$ cat src/rtl/sb_entry_tracker_pkg.sv
// Shared types and constants for the scoreboard entry tracker.
// The per-slot payload (destination register, register file select and
// thread id) is kept as one packed struct so that the top can store and
// export it as a unit.
package sb_entry_tracker_pkg;

  // Architectural register address width (x0..x31 / f0..f31).
  localparam int unsigned REG_ADDR_SIZE = 5;

  // Number of hardware threads sharing the scoreboard.
  localparam int unsigned NUM_THREADS = 2;

  // Thread id width, never narrower than one bit.
  localparam int unsigned TID_BITS = (NUM_THREADS > 1) ? $clog2(NUM_THREADS) : 1;

  // Payload recorded for every allocated scoreboard slot.
  typedef struct packed {
    logic [REG_ADDR_SIZE-1:0] rd;
    logic                     rd_fpr;
    logic [TID_BITS-1:0]      tid;
  } sb_track_entry_t;

  // Cleared payload used on reset.
  localparam sb_track_entry_t SB_TRACK_ENTRY_CLEAR = '{
    rd:     {REG_ADDR_SIZE{1'b0}},
    rd_fpr: 1'b0,
    tid:    {TID_BITS{1'b0}}
  };

endpackage : sb_entry_tracker_pkg

$ cat src/rtl/sb_entry_tracker.sv
// Scoreboard entry tracker.
// Allocates slots in program order at the issue pointer, marks them done on
// writeback and retires them in order from the commit pointer. The per-slot
// vectors and the issue pointer feed the RAW dependency checker unchanged:
// valid slots at or above the issue pointer are older than valid slots
// below it, because allocation wraps modulo the slot count.
module sb_entry_tracker
  import sb_entry_tracker_pkg::*;
#(
  parameter int unsigned NR_SB_ENTRIES = 8,
  localparam int unsigned TRANS_ID_BITS = $clog2(NR_SB_ENTRIES)
) (
  input  logic                                         clk_i,
  input  logic                                         rst_i,
  input  logic                                         flush_i,
  // issue side
  input  logic                                         issue_valid_i,
  output logic                                         issue_ready_o,
  input  logic [REG_ADDR_SIZE-1:0]                     issue_rd_i,
  input  logic                                         issue_rd_fpr_i,
  input  logic [TID_BITS-1:0]                          issue_tid_i,
  output logic [TRANS_ID_BITS-1:0]                     issue_trans_id_o,
  // writeback side
  input  logic                                         wb_valid_i,
  input  logic [TRANS_ID_BITS-1:0]                     wb_trans_id_i,
  // commit side
  output logic                                         commit_valid_o,
  input  logic                                         commit_ready_i,
  output logic [TRANS_ID_BITS-1:0]                     commit_trans_id_o,
  output logic [REG_ADDR_SIZE-1:0]                     commit_rd_o,
  output logic                                         commit_rd_fpr_o,
  output logic [TID_BITS-1:0]                          commit_tid_o,
  // per-entry state exported to the RAW checker
  output logic [NR_SB_ENTRIES-1:0][REG_ADDR_SIZE-1:0]  rd_o,
  output logic [NR_SB_ENTRIES-1:0]                     rd_fpr_o,
  output logic [NR_SB_ENTRIES-1:0][TID_BITS-1:0]       thread_ids_o,
  output logic [NR_SB_ENTRIES-1:0]                     still_issued_o,
  output logic [NR_SB_ENTRIES-1:0]                     done_o,
  output logic [TRANS_ID_BITS-1:0]                     issue_pointer_o
);

  // Occupancy value meaning "every slot allocated".
  localparam logic [TRANS_ID_BITS:0] FULL_COUNT = (TRANS_ID_BITS+1)'(NR_SB_ENTRIES);

  // Pointer step; pointers wrap naturally because the slot count is a power of two.
  localparam logic [TRANS_ID_BITS-1:0] PTR_ONE = TRANS_ID_BITS'(1'b1);

  // Occupancy step.
  localparam logic [TRANS_ID_BITS:0] COUNT_ONE = (TRANS_ID_BITS+1)'(1'b1);

  // ---------------------------------------------------------------------------
  // State
  // ---------------------------------------------------------------------------
  logic [NR_SB_ENTRIES-1:0]  valid_r;
  logic [NR_SB_ENTRIES-1:0]  done_r;
  sb_track_entry_t           entry_r [NR_SB_ENTRIES];
  logic [TRANS_ID_BITS-1:0]  issue_ptr_r;
  logic [TRANS_ID_BITS-1:0]  commit_ptr_r;
  logic [TRANS_ID_BITS:0]    count_r;

  // ---------------------------------------------------------------------------
  // Next-state signals
  // ---------------------------------------------------------------------------
  logic                      issue_fire_s;
  logic                      commit_fire_s;
  logic [NR_SB_ENTRIES-1:0]  valid_nxt_s;
  logic [NR_SB_ENTRIES-1:0]  done_nxt_s;
  logic [TRANS_ID_BITS:0]    count_nxt_s;
  sb_track_entry_t           issue_entry_s;

  // Handshakes: readiness depends only on occupancy, never on the commit side,
  // so a full tracker that retires this cycle still refuses the new request.
  // A flush suppresses both so no partial update lands alongside the clear.
  always_comb begin
    issue_ready_o  = (count_r != FULL_COUNT);
    commit_valid_o = valid_r[commit_ptr_r] & done_r[commit_ptr_r];
    issue_fire_s   = issue_valid_i & issue_ready_o & ~flush_i;
    commit_fire_s  = commit_valid_o & commit_ready_i & ~flush_i;
  end

  // Per-slot valid/done update. A slot being issued cannot be valid, so a
  // writeback naming it is dropped; a slot being committed loses both bits.
  always_comb begin
    valid_nxt_s = valid_r;
    done_nxt_s  = done_r;
    for (int i = 0; i < NR_SB_ENTRIES; i++) begin
      logic issue_sel;
      logic commit_sel;
      logic wb_sel;
      issue_sel      = issue_fire_s  & (issue_ptr_r   == TRANS_ID_BITS'(i));
      commit_sel     = commit_fire_s & (commit_ptr_r  == TRANS_ID_BITS'(i));
      wb_sel         = wb_valid_i    & (wb_trans_id_i == TRANS_ID_BITS'(i)) & valid_r[i];
      valid_nxt_s[i] = issue_sel | (valid_r[i] & ~commit_sel);
      done_nxt_s[i]  = ~issue_sel & ~commit_sel & (done_r[i] | wb_sel);
    end
  end

  // Occupancy: a simultaneous issue and commit leaves the count unchanged.
  always_comb begin
    case ({issue_fire_s, commit_fire_s})
      2'b10:   count_nxt_s = count_r + COUNT_ONE;
      2'b01:   count_nxt_s = count_r - COUNT_ONE;
      default: count_nxt_s = count_r;
    endcase
  end

  // Payload captured on an issue.
  always_comb begin
    issue_entry_s.rd     = issue_rd_i;
    issue_entry_s.rd_fpr = issue_rd_fpr_i;
    issue_entry_s.tid    = issue_tid_i;
  end

  // Control state: reset and flush both empty the tracker; otherwise advance.
  always_ff @(posedge clk_i) begin
    if (rst_i) begin
      valid_r      <= {NR_SB_ENTRIES{1'b0}};
      done_r       <= {NR_SB_ENTRIES{1'b0}};
      issue_ptr_r  <= {TRANS_ID_BITS{1'b0}};
      commit_ptr_r <= {TRANS_ID_BITS{1'b0}};
      count_r      <= {(TRANS_ID_BITS+1){1'b0}};
    end else if (flush_i) begin
      valid_r      <= {NR_SB_ENTRIES{1'b0}};
      done_r       <= {NR_SB_ENTRIES{1'b0}};
      issue_ptr_r  <= {TRANS_ID_BITS{1'b0}};
      commit_ptr_r <= {TRANS_ID_BITS{1'b0}};
      count_r      <= {(TRANS_ID_BITS+1){1'b0}};
    end else begin
      valid_r      <= valid_nxt_s;
      done_r       <= done_nxt_s;
      issue_ptr_r  <= issue_fire_s  ? (issue_ptr_r + PTR_ONE)  : issue_ptr_r;
      commit_ptr_r <= commit_fire_s ? (commit_ptr_r + PTR_ONE) : commit_ptr_r;
      count_r      <= count_nxt_s;
    end
  end

  // Slot payload: cleared on reset, written at the issue pointer on issue.
  // A flush leaves stale payload behind; it is meaningless once valid drops.
  always_ff @(posedge clk_i) begin
    if (rst_i) begin
      for (int i = 0; i < NR_SB_ENTRIES; i++) begin
        entry_r[i] <= SB_TRACK_ENTRY_CLEAR;
      end
    end else if (issue_fire_s) begin
      entry_r[issue_ptr_r] <= issue_entry_s;
    end else begin
      entry_r[issue_ptr_r] <= entry_r[issue_ptr_r];
    end
  end

  // Export of register state: pointers, head fields and per-slot vectors.
  always_comb begin
    issue_trans_id_o  = issue_ptr_r;
    issue_pointer_o   = issue_ptr_r;
    commit_trans_id_o = commit_ptr_r;
    commit_rd_o       = entry_r[commit_ptr_r].rd;
    commit_rd_fpr_o   = entry_r[commit_ptr_r].rd_fpr;
    commit_tid_o      = entry_r[commit_ptr_r].tid;
    still_issued_o    = valid_r;
    done_o            = done_r;
    for (int i = 0; i < NR_SB_ENTRIES; i++) begin
      rd_o[i]         = entry_r[i].rd;
      rd_fpr_o[i]     = entry_r[i].rd_fpr;
      thread_ids_o[i] = entry_r[i].tid;
    end
  end

endmodule : sb_entry_tracker

$ cat config.mk
export PLATFORM = sky130hd
export DESIGN_NAME = sb_entry_tracker
export DESIGN_NICKNAME = d
export VERILOG_FILES = /design/src/rtl/sb_entry_tracker_pkg.sv /design/src/rtl/sb_entry_tracker.sv
export SDC_FILE = /design/constraint.sdc
export NUM_CORES = 1
export LEC_CHECK = 0
export CAP_MARGIN = 0
export CORE_MARGIN = 2
export CORE_UTILIZATION = 53
export DETAILED_ROUTE_END_ITERATION = 8
export PLACE_DENSITY_LB_ADDON = 0.2
export SETUP_SLACK_MARGIN = 0.2
export SLEW_MARGIN = 20
export SYNTH_ARGS = -nofsm -noshare
export SYNTH_HDL_FRONTEND = slang
export SYNTH_SLANG_ARGS = --single-unit
$ cat constraint.sdc
create_clock -name clk_i -period 4.7 [get_ports clk_i]
set_clock_uncertainty 0.1 [all_clocks]
set_input_delay 0.705 -clock clk_i [delete_from_list [all_inputs] [get_ports clk_i]]
set_output_delay 0.705 -clock clk_i [all_outputs]
set_load 0.1 [all_outputs]
==> results.md <==
* First-pass DRT Iterations at 4
* Mapped Cells at 338
* Root Buffer: clkbuf_8
* CP cell instances: mux4_2 -> mux2_2 -> clkdlybuf4s50_1
* Post-CTS sizing at 0
* FF+latch count, synth at 85
* Crit path arrival time at 2.83 ns
* Avg Cell Area, Syn at 12.4 um2
* Syn nets at 370
* Main combinational cell family by area after synthesis: simple AND/OR/NAND/NOR gates
* CP Depth at 3
* Iter 0 DRT Violations at 149
* Most common cell after layout, fill and taps aside: clkdlybuf4s50_1
* DRC Markers at 0
* I/O Pins at 106
* Post-synthesis mux area share at 11.6%
* Synth Area in Compound Gates at 6.10%
* Number of nets still failing antenna checks after routing at 0
* Final hold violations at 0
* Post-layout min period at 3.64 ns
* RSZ-0062 raised after global routing: no
* Worst VDD drop at 0.183 mV
* Synth async-reset ratio at 0%
* Startpoint Class: flop
* Final net count at 472
* Fraction of layout instances using a drive strength above 1 at 10.8%
* Slew Viols, Final at 0
* CP peak stage delay at 0.98 ns
* Pwr Total at 1.62 mW
* Placed Area at 5330 um2
* Slowest stage cell, crit path: clkdlybuf4s50_1
* Global placer's final weighted congestion at 0.934
* Worst slew margin at 33.3%
* Area Growth Syn to Fin at 31.0%
* Yosys top cell by area: edfxtp_1
* CTS Hold Buffers Added at 0
* Largest net degree at the start of global routing at 18
* Final Cell Area at 5510 um2
* Setup crit end kind: output port
* Ranking of synthesized cells by area: edfxtp_1, dfxtp_1, and2_1, mux4_2, ha_1
* H-Tree Depth at 3
* Tcrit/Tclk final at 77.4%
* XOR/XNOR share of the synthesized area at 0.625%
* Vias in the first global route at 3102
* Leak at 2.01 nW
* Status: finished, final reports clean
* Final hold slack at 0.382 ns
* Vias per cell at 5.58
* Worst reg2reg path depth at 10
* CTS tree: yes
* Inserted Diodes at 0
* R2r setup slk at 1.69 ns
* GR Overflow Total at 0
* Most frequent cells in the layout: clkdlybuf4s50_1, and2_1, edfxtp_1
* Die Height at 93.1 um
* CP delay by family, top: buffers and inverters
* Initial Util at 54.7%
* Main synth FF type: edfxtp_1
* Worst-margin pin slew at 0.997 ns
* CTS buffer count at 9
* CP bufs+invs at 1
* Die X at 93.1 um
* Initial antenna violation count at 0
* Worst Hold Class: reg -> reg
* Die Area at 8660 um2
* Mapped cell area at 4210 um2
* Worst Path Required at 3.89 ns
* Final wirelength at 10.2 mm
* DP HPWL at 7.50 mm
* Layout filler cell count at 553
* Core ar. at 7690 um2
* Clock sink count at 85
* PwrDens at 294 nW/um2
* FMAX at 275 MHz
* Register area share after synthesis at 53.8%
* Fin util at 71.6%
* Yosys warning total at 0
* Setup Crit Path Kind: reg -> out
* Via count at 3051
* Worst Hold Depth at 2
* Clk buf depth at 2
* Clock transition at path regs at 0.09 ns
* Wire per inst at 18.6 um
* Synth top area share at 40.0%
* Post-CTS Setup Bufs at 0
* Post-Synth Adder-Cell Area at 4.94%
* Worst skew pair latency at 0.35 ns
* IO Port Bufs at 105
* Global-route wire length before repair at 15.8 mm
* Post-synth EDFFs at 56
* Post-synthesis cell type count at 43
* Final TNS setup at 0 ns
* FP Rows at 32
* Worst-path fanout max at 14
* Total GRT Usage at 24.3%
* Final setup viols at 0
* Post-Synth Simple-Gate Area at 20.0%
* MaxCap Viol Count at 0
-- final timing paths --
path | from | to
setup / recovery | flop | commit_tid_o
hold / removal | count_r[3] | count_r[3]
setup reg to reg | commit_trans_id_o[0] | count_r[3]
hold reg to reg | count_r[3] | count_r[3]
-- registers in the layout, indices dropped and copies added (netlist names), named ones only --
signal / flops
commit_trans_id_o: 3
count_r: 4
done_o: 8
entry_r: 56
issue_pointer_o: 3
still_issued_o: 8
-- layer usage --
layer	vias up	wire, um	GRT usage (%)
met3	18	674	6.04
met5	-	0	0
met2	135	5200	42.9
li1	1428	-	-
met1	1470	4120	29.3
met4	0	184	7.48
-- stage by stage --
stage	std cells	setup slack, ns
2_1_floorplan	338	1.26
3_3_place_gp	531	1.20
3_5_place_dp	531	1.05
4_1_cts	547	1.02
5_1_grt	547	0.994
6_report	547	1.06
-- power breakdown --
part / internal [mW] / switching, mW / leakage, nW
clock network: 0.199 / 0.286 / 0.0881
logic: 0.0713 / 0.236 / 1.11
registers: 0.814 / 0.0138 / 0.814
total: 1.09 / 0.535 / 2.01
-- cells by family (layout without fill, tap and decap cells) --
kind of cell,Yosys count,count (layout)
AO/OA/AOI/OAI,30,30
XOR/XNOR,3,3
adder cells (fa/ha/maj),16,16
buffers and inverters,27,134
flip-flops,85,85
multiplexers,28,28
AND/OR/NAND/NOR,149,149
-- cells in the mapped netlist, types with 5 or more instances --
cell type  instances
and3_1             6
a32o_1             6
mux2_2             7
a21oi_1            7
edfxtp_1          56
nor2b_1            5
or2_1              9
inv_1              7
nand2_1           19
nor2_1            22
a31oi_1            6
mux2i_1            5
mux4_2            16
and2_1            66
ha_1              15
clkbuf_1          11
dfxtp_1           29
nand3_1            7
-- tightest hold or removal path, cell delays in order, from the launching register on --
cell,delay (ns)
dfxtp_1,0.33
nand2_1,0.06
mux2i_1,0.06
-- cell type report --
class	instances	area, um2	share of cell area, %
flip-flops and latches	85	2260	41.1
clock buffers	9	124	2.25
clock inverters	7	57.6	1.04
repair buffers	109	1080	19.6
inverters	9	33.8	0.613
multi-input cells	226	1820	33.1
well taps	102	128	2.32
Power figures use the tool's default switching activity.
